$ cat config.mk
export PLATFORM = sky130hd
export DESIGN_NAME = vga_timing_gen_flat
export DESIGN_NICKNAME = d
export VERILOG_FILES = /design/src/rtl/vga_timing_gen_if.sv /design/src/rtl/vga_timing_gen.sv /design/src/flat_wrapper.sv
export SDC_FILE = /design/constraint.sdc
export NUM_CORES = 1
export LEC_CHECK = 0
export BUFFER_PORTS_ARGS = -buffer_cell sky130_fd_sc_hd__buf_2
export CORE_MARGIN = 5
export CORE_UTILIZATION = 46
export DETAILED_ROUTE_END_ITERATION = 10
export GPL_TIMING_DRIVEN = 0
export PLACE_DENSITY = 0.75
export REMOVE_ABC_BUFFERS = 1
export SLEW_MARGIN = 20
export SYNTH_ARGS = -nofsm -noshare
export SYNTH_HDL_FRONTEND = slang
export SYNTH_SLANG_ARGS = --single-unit
export TNS_END_PERCENT = 50
$ cat constraint.sdc
create_clock -name clk25 -period 1.82 [get_ports clk25]
set_input_delay 0.455 -clock clk25 [delete_from_list [all_inputs] [get_ports clk25]]
set_output_delay 0.455 -clock clk25 [all_outputs]
set_load 0.1 [all_outputs]
$ cat src/rtl/vga_timing_gen_if.sv
// vga_timing_gen_if
// Pixel-request and display-pin bundle of the VGA timing generator.
//   master (generator): drives px_x/px_y/px_valid/frame_start toward the
//                       pixel source and the registered colour/sync pins;
//                       receives rbg from the source.
//   slave  (source/DAC side): the mirror image.
//   px_x, px_y  : request coordinate (raw h/v counters)
//   px_valid    : coordinate lies inside the active area
//   frame_start : one-cycle strobe at coordinate (0,0)
//   rbg         : source colour, [11:8] red, [7:4] blue, [3:0] green
//   red_out/blue_out/green_out, hSync, vSync : registered pin outputs
interface vga_timing_gen_if #(
    parameter int COORD_W = 10
);
    logic [COORD_W-1:0] px_x;
    logic [COORD_W-1:0] px_y;
    logic               px_valid;
    logic               frame_start;
    logic [11:0]        rbg;
    logic [3:0]         red_out;
    logic [3:0]         blue_out;
    logic [3:0]         green_out;
    logic               hSync;
    logic               vSync;

    modport master (
        output px_x, px_y, px_valid, frame_start,
        output red_out, blue_out, green_out, hSync, vSync,
        input  rbg
    );

    modport slave (
        input  px_x, px_y, px_valid, frame_start,
        input  red_out, blue_out, green_out, hSync, vSync,
        output rbg
    );
endinterface

$ cat src/rtl/vga_timing_gen.sv
// vga_timing_gen
// Generic VGA raster timing generator. Free-running h/v counters give the
// request coordinate for an upstream pixel source; sync/data-enable terms are
// delayed by PIX_LAT cycles so they meet the source's colour in a final
// output register, keeping syncs, blanking and colour aligned at the pins.
//   clk25 : pixel clock (rising edge)
//   rst_n : asynchronous active-low reset
//   vga   : master side of vga_timing_gen_if (coordinates out, rbg in,
//           registered colour and syncs out)
module vga_timing_gen #(
    parameter int H_ACTIVE = 640,
    parameter int H_FP     = 16,
    parameter int H_SYNC   = 96,
    parameter int H_BP     = 48,
    parameter int V_ACTIVE = 480,
    parameter int V_FP     = 10,
    parameter int V_SYNC   = 2,
    parameter int V_BP     = 33,
    parameter bit H_POL    = 1'b0,
    parameter bit V_POL    = 1'b0,
    parameter int PIX_LAT  = 1,
    parameter int COORD_W  = 10
) (
    input  logic             clk25,
    input  logic             rst_n,
    vga_timing_gen_if.master vga
);
    localparam int H_TOTAL = H_ACTIVE + H_FP + H_SYNC + H_BP;
    localparam int V_TOTAL = V_ACTIVE + V_FP + V_SYNC + V_BP;

    logic [COORD_W-1:0] h_cnt;
    logic [COORD_W-1:0] v_cnt;
    logic               h_last;
    logic               v_last;

    assign h_last = (h_cnt == COORD_W'(H_TOTAL - 1));
    assign v_last = (v_cnt == COORD_W'(V_TOTAL - 1));

    // v_cnt advances only on the h wrap, so (H_TOTAL-1, V_TOTAL-1) -> (0,0)
    // happens in a single step.
    always_ff @(posedge clk25 or negedge rst_n) begin
        if (!rst_n) begin
            h_cnt <= '0;
            v_cnt <= '0;
        end else if (h_last) begin
            h_cnt <= '0;
            v_cnt <= v_last ? '0 : v_cnt + COORD_W'(1);
        end else begin
            h_cnt <= h_cnt + COORD_W'(1);
        end
    end

    logic hs_act;
    logic vs_act;
    logic de;

    assign de     = (h_cnt < COORD_W'(H_ACTIVE)) && (v_cnt < COORD_W'(V_ACTIVE));
    assign hs_act = (h_cnt >= COORD_W'(H_ACTIVE + H_FP)) &&
                    (h_cnt <  COORD_W'(H_ACTIVE + H_FP + H_SYNC));
    // Depends only on v_cnt, so it spans whole lines.
    assign vs_act = (v_cnt >= COORD_W'(V_ACTIVE + V_FP)) &&
                    (v_cnt <  COORD_W'(V_ACTIVE + V_FP + V_SYNC));

    assign vga.px_x        = h_cnt;
    assign vga.px_y        = v_cnt;
    assign vga.px_valid    = de;
    assign vga.frame_start = (h_cnt == '0) && (v_cnt == '0);

    // {hs, vs, de} delayed to match the source latency. Reset fills the
    // line with inactive terms so nothing stale reaches the pins.
    logic [2:0] cur_terms;
    logic [2:0] dly_terms;

    assign cur_terms = {hs_act, vs_act, de};

    if (PIX_LAT == 0) begin : g_nodly
        assign dly_terms = cur_terms;
    end else begin : g_dly
        logic [2:0] term_pipe [PIX_LAT];

        always_ff @(posedge clk25 or negedge rst_n) begin
            if (!rst_n) begin
                for (int i = 0; i < PIX_LAT; i++) term_pipe[i] <= '0;
            end else begin
                term_pipe[0] <= cur_terms;
                for (int i = 1; i < PIX_LAT; i++) term_pipe[i] <= term_pipe[i-1];
            end
        end

        assign dly_terms = term_pipe[PIX_LAT-1];
    end

    // Pin register: the delayed de blanks colour; syncs get their polarity.
    always_ff @(posedge clk25 or negedge rst_n) begin
        if (!rst_n) begin
            vga.hSync     <= ~H_POL;
            vga.vSync     <= ~V_POL;
            vga.red_out   <= '0;
            vga.blue_out  <= '0;
            vga.green_out <= '0;
        end else begin
            vga.hSync     <= dly_terms[2] ? H_POL : ~H_POL;
            vga.vSync     <= dly_terms[1] ? V_POL : ~V_POL;
            vga.red_out   <= dly_terms[0] ? vga.rbg[11:8] : 4'h0;
            vga.blue_out  <= dly_terms[0] ? vga.rbg[7:4]  : 4'h0;
            vga.green_out <= dly_terms[0] ? vga.rbg[3:0]  : 4'h0;
        end
    end
endmodule
$ cat src/flat_wrapper.sv
// flat-port wrapper written by rule: the top's interface ports become plain ports
module vga_timing_gen_flat 
#(
    parameter int H_ACTIVE = 640,
    parameter int H_FP     = 16,
    parameter int H_SYNC   = 96,
    parameter int H_BP     = 48,
    parameter int V_ACTIVE = 480,
    parameter int V_FP     = 10,
    parameter int V_SYNC   = 2,
    parameter int V_BP     = 33,
    parameter bit H_POL    = 1'b0,
    parameter bit V_POL    = 1'b0,
    parameter int PIX_LAT  = 1,
    parameter int COORD_W  = 10
)
  (clk25, rst_n, vga_px_x, vga_px_y, vga_px_valid, vga_frame_start, vga_red_out, vga_blue_out, vga_green_out, vga_hSync, vga_vSync, vga_rbg);
  vga_timing_gen_if #(.COORD_W(COORD_W)) vga_i ();
  input  logic clk25;
  input  logic rst_n;
  output wire logic [$bits(vga_i.px_x)-1:0] vga_px_x;
  output wire logic [$bits(vga_i.px_y)-1:0] vga_px_y;
  output wire logic [$bits(vga_i.px_valid)-1:0] vga_px_valid;
  output wire logic [$bits(vga_i.frame_start)-1:0] vga_frame_start;
  output wire logic [$bits(vga_i.red_out)-1:0] vga_red_out;
  output wire logic [$bits(vga_i.blue_out)-1:0] vga_blue_out;
  output wire logic [$bits(vga_i.green_out)-1:0] vga_green_out;
  output wire logic [$bits(vga_i.hSync)-1:0] vga_hSync;
  output wire logic [$bits(vga_i.vSync)-1:0] vga_vSync;
  input wire logic [$bits(vga_i.rbg)-1:0] vga_rbg;
  assign vga_px_x = vga_i.px_x;
  assign vga_px_y = vga_i.px_y;
  assign vga_px_valid = vga_i.px_valid;
  assign vga_frame_start = vga_i.frame_start;
  assign vga_red_out = vga_i.red_out;
  assign vga_blue_out = vga_i.blue_out;
  assign vga_green_out = vga_i.green_out;
  assign vga_hSync = vga_i.hSync;
  assign vga_vSync = vga_i.vSync;
  assign vga_i.rbg = vga_rbg;
  vga_timing_gen #(.H_ACTIVE(H_ACTIVE), .H_FP(H_FP), .H_SYNC(H_SYNC), .H_BP(H_BP), .V_ACTIVE(V_ACTIVE), .V_FP(V_FP), .V_SYNC(V_SYNC), .V_BP(V_BP), .H_POL(H_POL), .V_POL(V_POL), .PIX_LAT(PIX_LAT), .COORD_W(COORD_W)) u_core (.clk25(clk25), .rst_n(rst_n), .vga(vga_i));
endmodule
-- Word-level counts from Yosys, hierarchy flattened
Index checks and enable logic that the tools add are counted.
- $lt $le $gt $ge: 6
- reductions and logical operators: 6
- add/subtract/negate cells: 2
- multiplexer cells: 7
- eq/ne operators: 2
- operators by type and width (kind ; count):
    10-bit by 1-bit adder with 10-bit output (second input constant) ; 2
    10-bit == test (second input constant) ; 2
    10-bit zero test ; 2
    10-bit < comparator (second input constant) ; 2
    10-bit by 9-bit < comparator with 1-bit output (second input constant) ; 2
    10-bit 2-to-1 mux ; 2
    4-bit 2-to-1 mux ; 3
    10-bit >= comparator (second input constant) ; 1
    10-bit by 9-bit >= comparator with 1-bit output (second input constant) ; 1
    1-bit logical AND ; 4
    1-bit 2-to-1 mux ; 2
- register bits after elaboration: 37

-- Depth between registers and ports, before layout
Gate-level depths: netlist of the first run.
- depth in word-level cells: 2
- gate-level depth with buffers: 6
- gate-level depth less buffers: 6

-- Worst setup path after synthesis of the first run
OpenSTA, ideal clock, no wires.
- kind: flip-flop to output port
- start: register u_core.h_cnt[6] (netlist: u_core.vga.px_x[6])
- end: output vga_frame_start
- cell stages (with the launch flop): 6
- setup slack: -3.010 ns
- data arrival time: 4.375 ns
- required time: 1.365 ns
- path through: dfrtp_1 buf_4 or2_1 nor3_1 nand4_1 nor4_1
- longest elaborated chain between the ends: 2
- ends and longest elaborated chain (what ; RTL line ; source):
    start: declaration ; vga_timing_gen.sv:31 ; logic [COORD_W-1:0] h_cnt;
    start signal: assignment ; vga_timing_gen.sv:49 ; h_cnt <= h_cnt + COORD_W'(1);
    10-bit zero test ; vga_timing_gen.sv:67 ; assign vga.frame_start = (h_cnt == '0) && (v_cnt == '0);
    1-bit logical AND ; vga_timing_gen.sv:67 ;
    end: declaration ; flat_wrapper.sv:24 ; output wire logic [$bits(vga_i.frame_start)-1:0] vga_frame_start;
No other way between the ends.

-- Worst setup path after layout of the first run
- start: register u_core.h_cnt[5] (netlist: u_core.vga.px_x[5])
- end: output vga_frame_start
The elaborated chain is that of the path after synthesis.

==> results of run 1 <==
[cell families (layout without fill, tap and decap cells)]
group,after synthesis,count (layout),synth area share
buffers and inverters,13,81,0.04287
XOR/XNOR,10,10,0.05174
AND/OR/NAND/NOR,71,71,0.2683
flip-flops,37,37,0.5484
AO/OA/AOI/OAI,15,15,0.05912
adder cells (fa/ha/maj),4,4,0.02957
[cell usage after synthesis (all sizes together)]
library cell	number
dfrtp	35
and2	16
nand2	7
nand3	7
xnor2	7
inv	6
nand4	6
nor2	6
nor3	6
nor4	6
and4	5
buf	4
ha	4
a21oi	3
clkbuf	3
o21ai	3
xor2	3
a21o	2
dfstp	2
nand3b	2
nor2b	2
o31ai	2
a2bb2oi	1
a31oi	1
and3	1
and4bb	1
nand2b	1
nand4b	1
nor3b	1
o211a	1
o211ai	1
o21a	1
or2	1
or3	1
or4b	1
[how the worst max path moves through the flow]
| stage | to | depth (start not counted) |
|---|---|---|
| 2_1_floorplan | vga_frame_start | 4 |
| 3_3_place_gp | vga_frame_start | 5 |
| 3_5_place_dp | vga_frame_start | 5 |
| 4_1_cts | vga_frame_start | 5 |
| 5_1_grt | vga_frame_start | 4 |
| 6_report | vga_frame_start | 5 |
[worst max-delay path: cells and delay by family (launching register included)]
kind                   cells  cell delay, ns
DFF                        1            0.41
buffers and inverters      1            0.28
and+or+nand+nor            4            0.78
[layer usage]
layer  up-vias  GRT usage
met2        47     0.2297
met3         5    0.05966
met5         -          0
met1       625     0.2126
li1        658          -
met4         0    0.04384
[area by class of cell]
cell class                 instances  area (sq um)
tap                               48         60.06
clock buffer                       6         82.58
clock inverter                     2         37.54
multi-input combinational        100         735.7
sequential                        37         937.1
timing repair buffer              67         401.6
fill                             297          1329
inverter                           6         22.52
[where the power goes]
part | internal [W] | total, W | switching, W
Combinational | 0.0000255 | 0.000155 | 0.000129
Clock | 0.000445 | 0.000727 | 0.000282
Sequential | 0.000835 | 0.000838 | 0.00000251
[cells in the final DEF (no fill, tap or decap), drive strengths merged, types with 6 or more instances in the layout]
| master | netlist | layout |
|---|---|---|
| dfrtp | 35 | 35 |
| inv | 6 | 6 |
| nor2 | 6 | 6 |
| nand4 | 6 | 6 |
| and2 | 16 | 16 |
| xnor2 | 7 | 7 |
| nor4 | 6 | 6 |
| nand2 | 7 | 7 |
| buf | 4 | 65 |
| clkbuf | 3 | 8 |
| nor3 | 6 | 6 |
| nand3 | 7 | 7 |
[metrics by stage]
step	util	cell area (sq um)	total power (W)	instances
global placement	0.5403	1948	0.001009	240
global route	0.6315	2277	0.001782	266
finish	0.6315	2277	0.001719	266
detailed placement	0.5403	1948	0.001010	240
floorplan	-	1643	0.0009654	143
CTS	0.6013	2168	0.001741	258
[registers in the layout, summed over array words and instances (netlist names)]
register / flops
u_core.vga.px_x: 10
u_core.dly_terms: 3
u_core.vga.px_y: 10
u_core.vga.hSync: 1
u_core.vga.blue_out: 4
u_core.vga.green_out: 4
u_core.vga.red_out: 4
u_core.vga.vSync: 1
[timing repair]
item / 4_1_cts / 5_1_grt
gates resized for setup: 11 / 15
hold endpoints to repair: 0 / 0
buffers inserted: 10 / 8
setup endpoints to repair: 5 / 9
pin swaps: 5 / 1
==> run summary, run 1 <==
status - complete, but fails checks
failing checks - setup timing
clk_lat worst skew - 0.29 ns
Synth area leader - dfrtp_1
via count - 1335
initial antenna violation count - 0
fmax - 453.9 MHz
Max Cap Viol - 0
Synth Instances - 150
Finish-stage setup viols - 2
routed wl met3 - 283 microns
Setup TNS - -0.4814 ns
Die Area - 0.004994 sq mm
I/O pin cnt - 50
area added between synthesis and finish - 34.52%
DRT met1 WL - 1756 microns
Max Buffers Root-to-Sink - 2
Mapped Area - 0.001693 sq mm
DP Worst Slack - -0.4059 ns
share of layout cells above drive strength 1 - 0.4495
Critical Path Source - u_core.vga.px_x[5]$_DFF_PN0_
length of the first detailed-routing pass in iterations - 5
CTS tree - done
DRC violations left - 0
P_leak - 1.119 nW
vias in the first global route - 1308
final hold vios - 0
chip width - 70.67 microns
worst setup margin - -0.3833 ns
worst-path fanout max - 2
Period Utilization, post-route - 1.211
Reg-to-Reg Start - u_core.vga.px_x[5]$_DFF_PN0_
Slew Limit Fails - 0
Clock Sink Count - 37
global route overflow - 0
Ant. Diodes - 0
worst hold path type - input pin to asynchronous set/reset pin
reg-to-reg slack, setup - 0.05 ns
Critical Path Start Type - flip-flop
largest net degree at the start of global routing - 38
Hold WS - 0.2435 ns
top sig layer - met4
reg2reg end - u_core.vga.px_y[7]$_DFFE_PN0N_
level count of the clock H-tree - 2
CTS Buf Count - 5
CP Class - flip-flop to primary output
Worst R2R Path Depth - 5
first-pass GRT wire length - 6127 microns
Die H - 70.67 microns
met2 WL - 1677 microns
Worst EP required - 1.36 ns
per-cell routed wire length - 14.14 microns
Final Critical Period - 2.203 ns
RSZ-0062 raised after global routing - true
Std-Cell Rows - 22
synth warn - 0
Nets - 235
hpwl dp - 2415 microns
Clock Root Buffer - clkbuf_8
register area share after synthesis - 0.5484
Crit. End Element - primary output
P per Cell Area - 754.9 mW/mm^2
Clock transition at path regs - 0.07 ns
syn avg cell area - 11.29 sq um
number of DRC markers in iteration 0 - 36
measured slew at the worst slew-check pin - 0.7824 ns
cts hold-fix bufs - 0
Routability Congestion - 0.7512
Slowest cell on crit path - dfrtp_2
slowest stage delay, CP - 0.41 ns
initial core utilization - 0.4695
final wirelength - 3762 microns
critical path arrival - 1.75 ns
post-synth top area share - 0.5174
ranking of synthesized cells by area - dfrtp_1 (52%), and2_1 (5.9%), xnor2_1 (3.6%)
VDD IR max - 0.0004286 V
Cell Chain, Critical Path - or2_1 > nor3_1 > nand4_1 > nor4_2 > buf_6
relative slew slack - 0.4784
Final ANT Viol Nets - 0
via/cell ratio - 5.019
Yosys reg bits - 37
Core Region - 0.003606 sq mm
final setup skew - 0.005365 ns
Port Buffers - 49
Yosys cell types - 42
Tot GR Track Use - 0.1548
No activity file was read; power rests on OpenSTA's default activity.
==> inputs of run 2 (changes only) <==
- CORE_UTILIZATION: 46 -> 50
- HOLD_SLACK_MARGIN: not set -> 0.15
- PLACE_DENSITY: 0.75 -> 0.78
- clock period: 1.82 -> 2.2 ns (I/O delays scaled with it)
==> run 2 against run 1 <==
Effect of this change: the flow still finishes with violations (setup timing); highest routed layer unchanged; via count rose by 1.8%; first-iteration DRC count rose to 3.5 times the previous value; sequential cell count did not move; sequential power fell by 17%; wire length fell by 4.8%; clock skew rose by 0.0034 ns; critical path depth did not move; non-clock buffer count fell by 9; sequential share of layout area rose by 3.1 points; clock power fell by 55%; global-route usage rose by 1.6 points; largest power group unchanged.
==> run summary, run 2 (same netlist as run 1, synthesis figures left out) <==
Slew Limit Fails - 0 (unchanged)
Tot GR Track Use - 0.1712 (+0.01646)
Clock Sink Count - 37 (unchanged)
P_leak - 1.049 nW (-6.3%)
via count - 1359 (+1.8%)
DP Worst Slack - -0.1087 ns (+0.2972 ns)
CTS Buf Count - 5 (unchanged)
initial antenna violation count - 0 (unchanged)
RSZ-0062 raised after global routing - true
Std-Cell Rows - 21 (-4.5%)
Max Buffers Root-to-Sink - 2 (unchanged)
P per Cell Area - 545.0 mW/mm^2 (-28%)
WP buf/inv - 1 (unchanged)
Final ANT Viol Nets - 0 (unchanged)
number of DRC markers in iteration 0 - 127 (+250%)
Core Region - 0.003311 sq mm (-8.2%)
largest net degree at the start of global routing - 38 (unchanged)
Die H - 68.19 microns (-3.5%)
worst-path fanout max - 2 (unchanged)
Top delay family on crit path - simple AND/OR/NAND/NOR gates
I/O pin cnt - 50 (unchanged)
Max Cap Viol - 0 (unchanged)
hpwl dp - 2525 microns (+4.5%)
vias in the first global route - 1307 (-0.076%)
Worst EP required - 1.65 ns (+0.29 ns)
commonest non-fill, non-tap cell in the layout - buf_2
Setup TNS - -0.08370 ns (+0.3977 ns)
critical path arrival - 1.73 ns (-0.02 ns)
via/cell ratio - 5.329 (+6.2%)
chip width - 68.19 microns (-3.5%)
Port Buffers - 49 (unchanged)
Nets - 226 (-3.8%)
length of the first detailed-routing pass in iterations - 4 (-1)
CTS tree - done
CP Class - flip-flop to primary output
Routability Congestion - 0.7992 (+6.4%)
Slowest cell on crit path - dfrtp_2
DRT met1 WL - 1491 microns (-15%)
relative slew slack - 0.4799 (+0.001441)
measured slew at the worst slew-check pin - 0.7802 ns (-0.002161 ns)
per-cell routed wire length - 14.05 microns (-0.65%)
final wirelength - 3583 microns (-4.8%)
met2 WL - 1681 microns (+0.24%)
routed wl met3 - 359 microns (+27%)
Die Area - 0.004649 sq mm (-6.9%)
share of layout cells above drive strength 1 - 0.4019 (-0.04763)
slowest stage delay, CP - 0.43 ns (+0.02 ns)
final hold vios - 0 (unchanged)
worst hold path type - input pin to asynchronous set/reset pin
Finish-stage setup viols - 1 (-1)
VDD IR max - 0.0003004 V (-30%)
first-pass GRT wire length - 5844 microns (-4.6%)
Ant. Diodes - 0 (unchanged)
worst setup margin - -0.08370 ns (+0.2996 ns)
final setup skew - 0.008807 ns (+0.003442 ns)
Critical Path Start Type - flip-flop
Final Critical Period - 2.284 ns
most frequent cells in the layout - buf_2 (47), dfrtp_1 (30), and2_1 (16), buf_4 (9)
status - complete, but fails checks
Crit. End Element - primary output
initial core utilization - 0.5113 (+0.04187)
global route overflow - 0 (unchanged)
failing checks - setup timing
top sig layer - met4
Period Utilization, post-route - 1.038
Cell Chain, Critical Path - or2_4 > nor3_2 > nand4_1 > nor4_2 > buf_6
clk_lat worst skew - 0.34 ns (+0.05 ns)
level count of the clock H-tree - 2 (unchanged)
Clock Root Buffer - clkbuf_4
fmax - 437.9 MHz
area added between synthesis and finish - 24.69%
Clock transition at path regs - 0.11 ns (+0.04 ns)
DRC violations left - 0 (unchanged)
run 2: cell count changes in the layout (fill, tap and decap cells not counted), sizes merged:
cell	previous run	this run
clkinvlp	1	0
buf	65	58
clkbuf	8	6
clkinv	0	2
bufinv	1	0
run 2: what timing repair did:
| item | 4_1_cts | 5_1_grt |
|---|---|---|
| hold buffers | 0 | 0 |
| pin swaps | 3 | 0 |
| setup buffers | 9 | 0 |
| setup endpoints to repair | 2 | 2 |
| hold endpoints to repair | 0 | 0 |
| gates resized for setup | 10 | 6 |
run 2: path summary, 6_finish.rpt:
kind / slack, ns / end / depth (start not counted) / start
max in group asynchronous: 1.37 / u_core.vga.px_x[6]$_DFF_PN0_ / 1 / rst_n
min: 0.28 / u_core.vga.px_y[6]$_DFFE_PN0N_ / 1 / rst_n
min reg2reg: 0.36 / u_core.vga.vSync$_DFF_PN1_ / 1 / u_core.dly_terms[1]$_DFF_PN0_
min in group clk25: 0.36 / u_core.vga.vSync$_DFF_PN1_ / 1 / u_core.dly_terms[1]$_DFF_PN0_
max reg2reg: 0.26 / u_core.vga.px_y[0]$_DFFE_PN0N_ / 5 / u_core.vga.px_x[0]$_DFF_PN0_
max: -0.08 / vga_frame_start / 5 / u_core.vga.px_x[5]$_DFF_PN0_
run 2: final cells by class:
| type | instances | area (sq um) |
|---|---|---|
| Sequential cell | 37 | 934.6 |
| Clock inverter | 2 | 10.01 |
| Inverter | 6 | 22.52 |
| Multi-Input combinational cell | 100 | 719.4 |
| Tap cell | 46 | 57.56 |
| Fill cell | 291 | 1200 |
| Timing Repair Buffer | 58 | 325.3 |
| Clock buffer | 6 | 41.29 |
run 2: per-stage QoR:
stage | area, sq um | hold WS (ns) | utilization | instances | power, W
CTS | 2095 | 0.2847 | 0.6327 | 255 | 0.001174
finish | 2111 | 0.2808 | 0.6376 | 255 | 0.001150
global route | 2111 | 0.3480 | 0.6376 | 255 | 0.001211
global placement | 1946 | 0.3406 | 0.5877 | 238 | 0.0008340
detailed placement | 1946 | 0.3473 | 0.5877 | 238 | 0.0008357
floorplan | 1643 | 0.2544 | - | 143 | 0.0007987
run 2: metal layers:
metal  global-route usage  up-vias
met4              0.05955        0
met3              0.05911        7
met5                    0        -
met2               0.2936       56
met1               0.1979      656
li1                     -      640
run 2: power breakdown:
part           internal [W]  leakage [nW]  switching, W
sequential         0.000691         0.456    0.00000217
clock              0.000122        0.0320      0.000208
combinational     0.0000211         0.561      0.000107
